<file path="config.mk">
export PLATFORM = sky130hd
export DESIGN_NAME = tsc_cycle_sequencer
export DESIGN_NICKNAME = d
export VERILOG_FILES = /design/src/rtl/tsc_cycle_sequencer.sv
export SDC_FILE = /design/constraint.sdc
export NUM_CORES = 1
export LEC_CHECK = 0
export CAP_MARGIN = 25
export CORE_UTILIZATION = 44
export CTS_CLUSTER_SIZE = 24
export DETAILED_ROUTE_END_ITERATION = 16
export PLACE_DENSITY_LB_ADDON = 0.12
export SLEW_MARGIN = 20
export SYNTH_ARGS = -nofsm -noshare
export SYNTH_HDL_FRONTEND = slang
export SYNTH_SLANG_ARGS = --single-unit
</file>
<file path="constraint.sdc">
create_clock -name clk -period 2.1 [get_ports clk]
set_clock_uncertainty 0.1 [all_clocks]
set_input_delay 0.21 -clock clk [delete_from_list [all_inputs] [get_ports clk]]
set_output_delay 0.21 -clock clk [all_outputs]
set_load 0.1 [all_outputs]
</file>
<file path="src/rtl/tsc_cycle_sequencer.sv">
// Multi-cycle fetch/decode/execute/writeback sequencer for the TSC CPU datapath.
// Optional TSC_INST_COUNT_EN adds a retired-instruction counter port num_inst.
module tsc_cycle_sequencer #(
  parameter int unsigned ADDR_W   = 6,
  parameter logic [15:0] RESET_PC = 16'h0000
) (
  input  logic              clk,
  input  logic              RST,
  input  logic              cpu_enable,
  output logic              mem_req,
  output logic [ADDR_W-1:0] mem_addr,
  input  logic              mem_ack,
  input  logic [15:0]       mem_rdata,
  output logic [15:0]       inst,
  output logic [15:0]       pc,
  output logic              rf_we,
  output logic [1:0]        rf_waddr,
  output logic              alu_src,
  output logic [1:0]        imm_mode,
  output logic              wwd_strobe,
  output logic [1:0]        wwd_reg,
`ifdef TSC_INST_COUNT_EN
  output logic              illegal,
  output logic [15:0]       num_inst
`else
  output logic              illegal
`endif
);

  localparam int unsigned OP_W   = 4;
  localparam int unsigned FUNC_W = 6;

  localparam logic [OP_W-1:0]   OP_RTYPE = 4'hF;
  localparam logic [OP_W-1:0]   OP_ADI   = 4'h4;
  localparam logic [OP_W-1:0]   OP_LHI   = 4'h6;
  localparam logic [OP_W-1:0]   OP_JMP   = 4'h9;
  localparam logic [FUNC_W-1:0] FN_ADD   = 6'h00;
  localparam logic [FUNC_W-1:0] FN_WWD   = 6'h1C;

  typedef enum logic [2:0] {
    S_IDLE,
    S_IF,
    S_ID,
    S_EX,
    S_WB
  } state_t;

  state_t            state;
  logic              req_pending;
  logic [OP_W-1:0]   opcode;
  logic [FUNC_W-1:0] func;
  logic              is_add;
  logic              is_wwd;
  logic              is_adi;
  logic              is_lhi;
  logic              is_jmp;
  logic              is_legal;
  logic              wb_fire;
  logic              fetch_done;

  // Decode is a pure function of the latched instruction word.
  assign opcode   = inst[15:12];
  assign func     = inst[5:0];
  assign is_add   = (opcode == OP_RTYPE) && (func == FN_ADD);
  assign is_wwd   = (opcode == OP_RTYPE) && (func == FN_WWD);
  assign is_adi   = (opcode == OP_ADI);
  assign is_lhi   = (opcode == OP_LHI);
  assign is_jmp   = (opcode == OP_JMP);
  assign is_legal = is_add | is_wwd | is_adi | is_lhi | is_jmp;

  assign rf_waddr = is_add ? inst[7:6] : inst[9:8];
  assign alu_src  = is_adi | is_lhi;
  assign imm_mode = is_adi ? 2'b01 : (is_lhi ? 2'b10 : 2'b00);
  assign wwd_reg  = inst[11:10];

  // A request once raised stays up until acked, regardless of cpu_enable.
  assign mem_req    = (state == S_IF) && (cpu_enable || req_pending) && !RST;
  assign mem_addr   = pc[ADDR_W-1:0];
  assign fetch_done = mem_req && mem_ack;

  // WB side effects happen only in the cycle WB is actually left.
  assign wb_fire    = (state == S_WB) && cpu_enable && !RST;
  assign rf_we      = wb_fire && (is_add || is_adi || is_lhi);
  assign wwd_strobe = wb_fire && is_wwd;
  assign illegal    = wb_fire && !is_legal;

  always_ff @(posedge clk) begin
    if (RST) begin
      state       <= S_IDLE;
      pc          <= RESET_PC;
      inst        <= 16'h0000;
      req_pending <= 1'b0;
    end else begin
      unique case (state)
        S_IDLE: begin
          if (cpu_enable) state <= S_IF;
        end
        S_IF: begin
          if (fetch_done) begin
            inst        <= mem_rdata;
            req_pending <= 1'b0;
            state       <= S_ID;
          end else if (mem_req) begin
            req_pending <= 1'b1;
          end
        end
        S_ID: begin
          if (cpu_enable) state <= S_EX;
        end
        S_EX: begin
          if (cpu_enable) state <= S_WB;
        end
        S_WB: begin
          if (cpu_enable) begin
            pc    <= is_jmp ? {pc[15:12], inst[11:0]} : pc + 16'd1;
            state <= S_IF;
          end
        end
        default: state <= S_IDLE;
      endcase
    end
  end

`ifdef TSC_INST_COUNT_EN
  // Counts every retired instruction, including JMP and illegal ones.
  always_ff @(posedge clk) begin
    if (RST) begin
      num_inst <= 16'h0000;
    end else if (wb_fire) begin
      num_inst <= num_inst + 16'd1;
    end
  end
`endif

endmodule

</file>
# ---- After elaboration in Yosys (flattened, before gate mapping)
# Cells that the tools add are included.
# W data, S select, Z words.
dict set report word_totals {
  in_bits 20
  regBits 36
  out_inout_bits 49
  elab_cells 60
}
dict set report classes {
  eq_ne 13
  reduce_logical 24
  n_addsub 1
  mux 11
  n_bitwise 6
}
# cell count
set op_table {}
lappend op_table {{$add A16 B1 Y16 const B} 1}
lappend op_table {{$mux W12} 1}
lappend op_table {{$mux W3} 4}
lappend op_table {{$pmux W3 S4} 1}
lappend op_table {{$logic_and A1 B1 Y1} 10}
lappend op_table {{$eq A4 B3 Y1 const B} 2}
lappend op_table {{$eq A4 B4 Y1 const B} 2}
lappend op_table {{$eq A3 B2 Y1 const B} 2}
lappend op_table {{$eq A6 B5 Y1 const B} 1}
lappend op_table {{$logic_not A6 Y1} 1}
lappend op_table {{$mux W2} 3}
lappend op_table {{$ne A2 B2 Y1 const B} 3}
lappend op_table {{$reduce_and A2 Y1} 3}
lappend op_table {{$or A1 B1 Y1} 5}
lappend op_table {{$reduce_and A4 Y1} 1}
lappend op_table {{$eq A3 B1 Y1 const B} 1}
lappend op_table {{$eq A3 B3 Y1 const B} 1}
lappend op_table {{$logic_not A3 Y1} 1}
lappend op_table {{$logic_or A1 B1 Y1} 3}
lappend op_table {{$reduce_and A3 Y1} 1}
lappend op_table {{$logic_not A1 Y1} 2}
lappend op_table {{$mux W1} 2}
lappend op_table {{$ne A2 B1 Y1 const B} 1}
lappend op_table {{$reduce_bool A2 Y1} 1}
lappend op_table {{2 further kinds} 2}

# ---- Longest topological paths before layout
# Gate-level depths: netlist of the first run.
dict set report logic_depth {
  depth_word 8
  ltp_mapped 6
  mapped_depth_nobuf 5
}

# ---- Worst setup path after synthesis of the first run
# Ideal clock, no wire load.
dict set report synth_path {
  path_type {reg2out}
  from {register inst[12]}
  to {output port illegal}
  slack_ps -2910
  stages_incl_launch_ff 4
  t_arrival_ps 4700
  required_ps 1790
  n_path_buf 0
  path_cell_list {dfxtp_1 -> or3b_2 -> inv_1 -> nor4_1}
}
dict set report synth_between {
  elab_chain_cells 8
  elab_cells_between_ends 12
  cone_classes {4 x eq/ne; 4 x bitwise; 4 x reduce/logical}
}
# element line
set synth_lines {}
lappend synth_lines {{start, declared} 14} ;# output logic [15:0] inst,
lappend synth_lines {{start signal, assigned} 100} ;# inst <= mem_rdata;
lappend synth_lines {{$eq A4 B4 Y1} {64, 65}}
lappend synth_lines {{$logic_and A1 B1 Y1, on equally long branches} {64, 65}}
lappend synth_lines {{$or A1 B1 Y1 (3 in a row)} 69} ;# assign is_legal = is_add | is_wwd | is_adi | is_lhi | is_jmp;
lappend synth_lines {{$or A1 B1 Y1 *} 69}
lappend synth_lines {{$logic_not A1 Y1 *} 85} ;# assign illegal = wb_fire && !is_legal;
lappend synth_lines {{$logic_and A1 B1 Y1 *} 85}
lappend synth_lines {{end, declared} 26} ;# output logic illegal
# Mark *: on every way between the ends. The rest lies on a longest branch, timed or not.

# ---- Final worst setup path of the first run
dict set report layout_path {
  from {register inst[2]}
  to {output port rf_waddr[1]}
}
dict set report layout_between {
  elab_chain_cells 3
}
# element line
set layout_lines {}
lappend layout_lines {{$logic_not A6 Y1} 64} ;# assign is_add = (opcode == OP_RTYPE) && (func == FN_ADD);
lappend layout_lines {{$logic_and A1 B1 Y1} 64}
lappend layout_lines {{$mux W2} 71} ;# assign rf_waddr = is_add ? inst[7:6] : inst[9:8];
lappend layout_lines {{end, declared} 17} ;# output logic [1:0] rf_waddr,
# Every way passes these cells.

==> impl_metrics.toml, run 1 <==
[critical_path]
endpoint_kind = "primary output"
worstPathRequired_ns = 1.79
path_buf_inv = 1
critical_path_class = "register to primary output"
crit_chain = "or3_4 > or4_4 > mux2_4 > buf_12"
crit_cells = 4
slowest_stage = "or4_4"
critPathTopFamily = "simple AND/OR/NAND/NOR gates"
arrival_ns = 1.98
crit_path_max_fanout = 3
slowest_delay_ns = 0.47
cp-start-kind = "register"
reg2reg_depth = 4

[clock_network]
clock_path_buffers = 2
cts-root-buf = "clkbuf_8"
cts_inserted_buffers = 5
path_clk_slew_ns = 0.07
htree_levels = 2
cts_sinks = 36
cts_tree = "yes"
clk_latency_ns = 0.29
cts_setup_buffers = 0

[global_route]
grt_pass1_vias = 1746
grt_antenna_before_repair = 0
grt_pass1_wl_um = 8121
gr-total-overflow = 0
grt_start_max_net_pins = 35
grtUsageTotal_pct = 24.16

[logic_synthesis]
ys_ff_latch = 36
ys_warn_count = 0
syn-cell-area_sq_um = 1898
synthArstFlopShare_pct = 0
postSynthCellCount = 243
synth_cell_types = 44
syn-num-nets = 264
synth_area_per_cell_sq_um = 7.811
synth-main-ff-cell = "dfxtp_1"
synth_area_leader_cell = "dfxtp_1"
ys_seq_area_share_pct = 37.97
yosysTopAreaCellShare_pct = 37.97
yosys-top-cells-area = "dfxtp_1, o21ai_0, nand3_1"
synth_edf_count = 0

[status]
violations = "setup timing"
status = "complete, but fails checks"

[min_path]
holdPathStages = 3
hold_path.class = "input pin to register"

[die]
die_w_um = 67.68
dieArea_sq_um = 4581
ios = 69
fp.dieH_um = 67.68
fp-row-count = 23
core_area_sq_um = 4058
initial_utilization_pct = 46.78

[timing]
worst_slack_ns = -0.1896
worst_pin_slew_ns = 0.4277
fin_crit_sh_pct = 109.0
grt_setup_unrepaired = "yes"
worst_hold_slack_ns = 0.3712
relSlewSlack_pct = 71.49
setup_viol = 3
setup-tns-final_ns = -0.5227
max_freq_mhz = 436.8
slew_viol_final = 0
hold_viol = 0
period_needed_ns = 2.290

[placement]
placed_area_sq_um = 2748
dp.final_hpwl_um = 3788
place_inst = 357
portBuffers = 68
gp_congestion = 0.8256
pre_cts_slack_ns = -0.01444

[layout]
finalNetCount = 335
areaGrowthSynthToFinish_pct = 50.03
stdcell_area_sq_um = 2848
fill_cells = 326
instances_no_fill = 365
drive_gt1_share_pct = 35.56
final_core_util_pct = 70.18
diodes = 0

[power_and_ir_drop]
finalPower_mw = 1.461
powerDensity_nw_per_um2 = 513.2
total_leakage_power_nw = 1.143
ir_worst_vdd_uv = 409.3

[routing]
wire_per_inst_um = 13.76
postRouteAntennaNets = 0
wirelength_um = 5023
dr.pass1.iters = 4
first_iter_violations = 219
vias = 1981
routed_via_density = 5.427
drc = 0

[job]
maxCapViolCount = 0
path summary, 6_finish.rpt:
path                                 to                   from  slack, ns
setup / recovery            rf_waddr[1]   inst[2]$_SDFFE_PP0P_      -0.19
hold / removal    inst[13]$_SDFFE_PP0P_          mem_rdata[13]       0.37
hold reg to reg   state[1]$_SDFFE_PP0P_  state[2]$_SDFFE_PP0P_       0.41
setup reg to reg    pc[13]$_SDFFE_PP0P_     pc[5]$_SDFFE_PP0N_       0.33
cell usage after synthesis (all sizes together), types with 2 or more instances:
master / n
a211o: 2
a211oi: 3
a21o: 2
a21oi: 20
a22oi: 2
a311oi: 2
and2: 2
and4bb: 2
buf: 12
clkbuf: 10
dfxtp: 36
inv: 26
mux2: 2
mux2i: 2
nand2: 13
nand3: 24
nand3b: 2
nand4: 3
nand4b: 2
nand4bb: 2
nor2: 11
nor3: 7
nor3b: 2
nor4: 6
o21ai: 26
o22ai: 3
o32ai: 3
or2: 2
or3: 2
or4: 3
sequential cells by signal (all words and copies together), names as in the netlist:
signal       cells
pc              16
state            3
req_pending      1
inst            16
logic make-up (layout without fill, tap and decap cells):
logic type | Yosys count | in the layout | share of synthesized area, %
compound gates | 67 | 67 | 21.09
buf+inv | 48 | 120 | 11.47
fa+ha+maj | 1 | 1 | 0.6591
mux | 4 | 4 | 2.637
flops | 36 | 36 | 37.97
simple gates | 87 | 87 | 26.17
power breakdown:
group | internal [mW] | total, mW | leakage [nW] | switching [mW]
combinational | 0.0864 | 0.247 | 0.793 | 0.161
clock | 0.267 | 0.505 | 0.0455 | 0.237
sequential | 0.690 | 0.710 | 0.305 | 0.0194
layer usage:
| metal | GRT usage [%] | part of all wire (%) | up-vias | wire [um] |
|---|---|---|---|---|
| met3 | 5.574 | 4.8 | 7 | 239 |
| met1 | 32.48 | 47 | 914 | 2383 |
| li1 | - | - | 1008 | - |
| met5 | 0 | 0 | - | 0 |
| met4 | 9.309 | 1.5 | 0 | 73 |
| met2 | 37.00 | 46 | 52 | 2327 |
cell type report:
class,count,area (sq um),area share [%]
well taps,50,62.56,2.197
multi-input cells,159,1016,35.68
inverters,26,101.3,3.559
flip-flops and latches,36,768.2,26.98
clock buffers,8,90.09,3.163
repair buffers,86,809.5,28.43
cells in the final DEF (no fill, tap or decap), drive strengths merged, types with 2 or more instances in the layout:
cell and count:
nand2 13, and4bb 2, nand3b 2, nor3 7
and2 2, dfxtp 36, a21o 2, clkdlybuf4s50 19
nor4 6, o22ai 3, clkbuf 8, or3 2
o21ai 26, nand4bb 2, a211o 2, nand3 24
a211oi 3, a21oi 20, nor3b 2, nand4 3
mux2 2, nand4b 2, or2 2, inv 25
a311oi 2, o32ai 3, or4 3, buf 67
a22oi 2, nor2 11, mux2i 2
what timing repair did:
item / CTS / global route
cloned: 0 / 0
pin swaps: 2 / 0
hold buffers: 0 / 0
resized for setup: 2 / 1
endpoints found under the setup margin: 3 / 4
tightest hold or removal path, cell delays in order:
cell	delay (ns)
clkdlybuf4s50_1	0.39
inv_1	0.04
o21ai_0	0.07
Power figures use the tool's default switching activity.
==> run 2, diff against run 1 <==
SLEW_MARGIN = unset   (was 20)
==> results of run 2 <==
Final layout, timing and power as in run 1 (identical DEF).
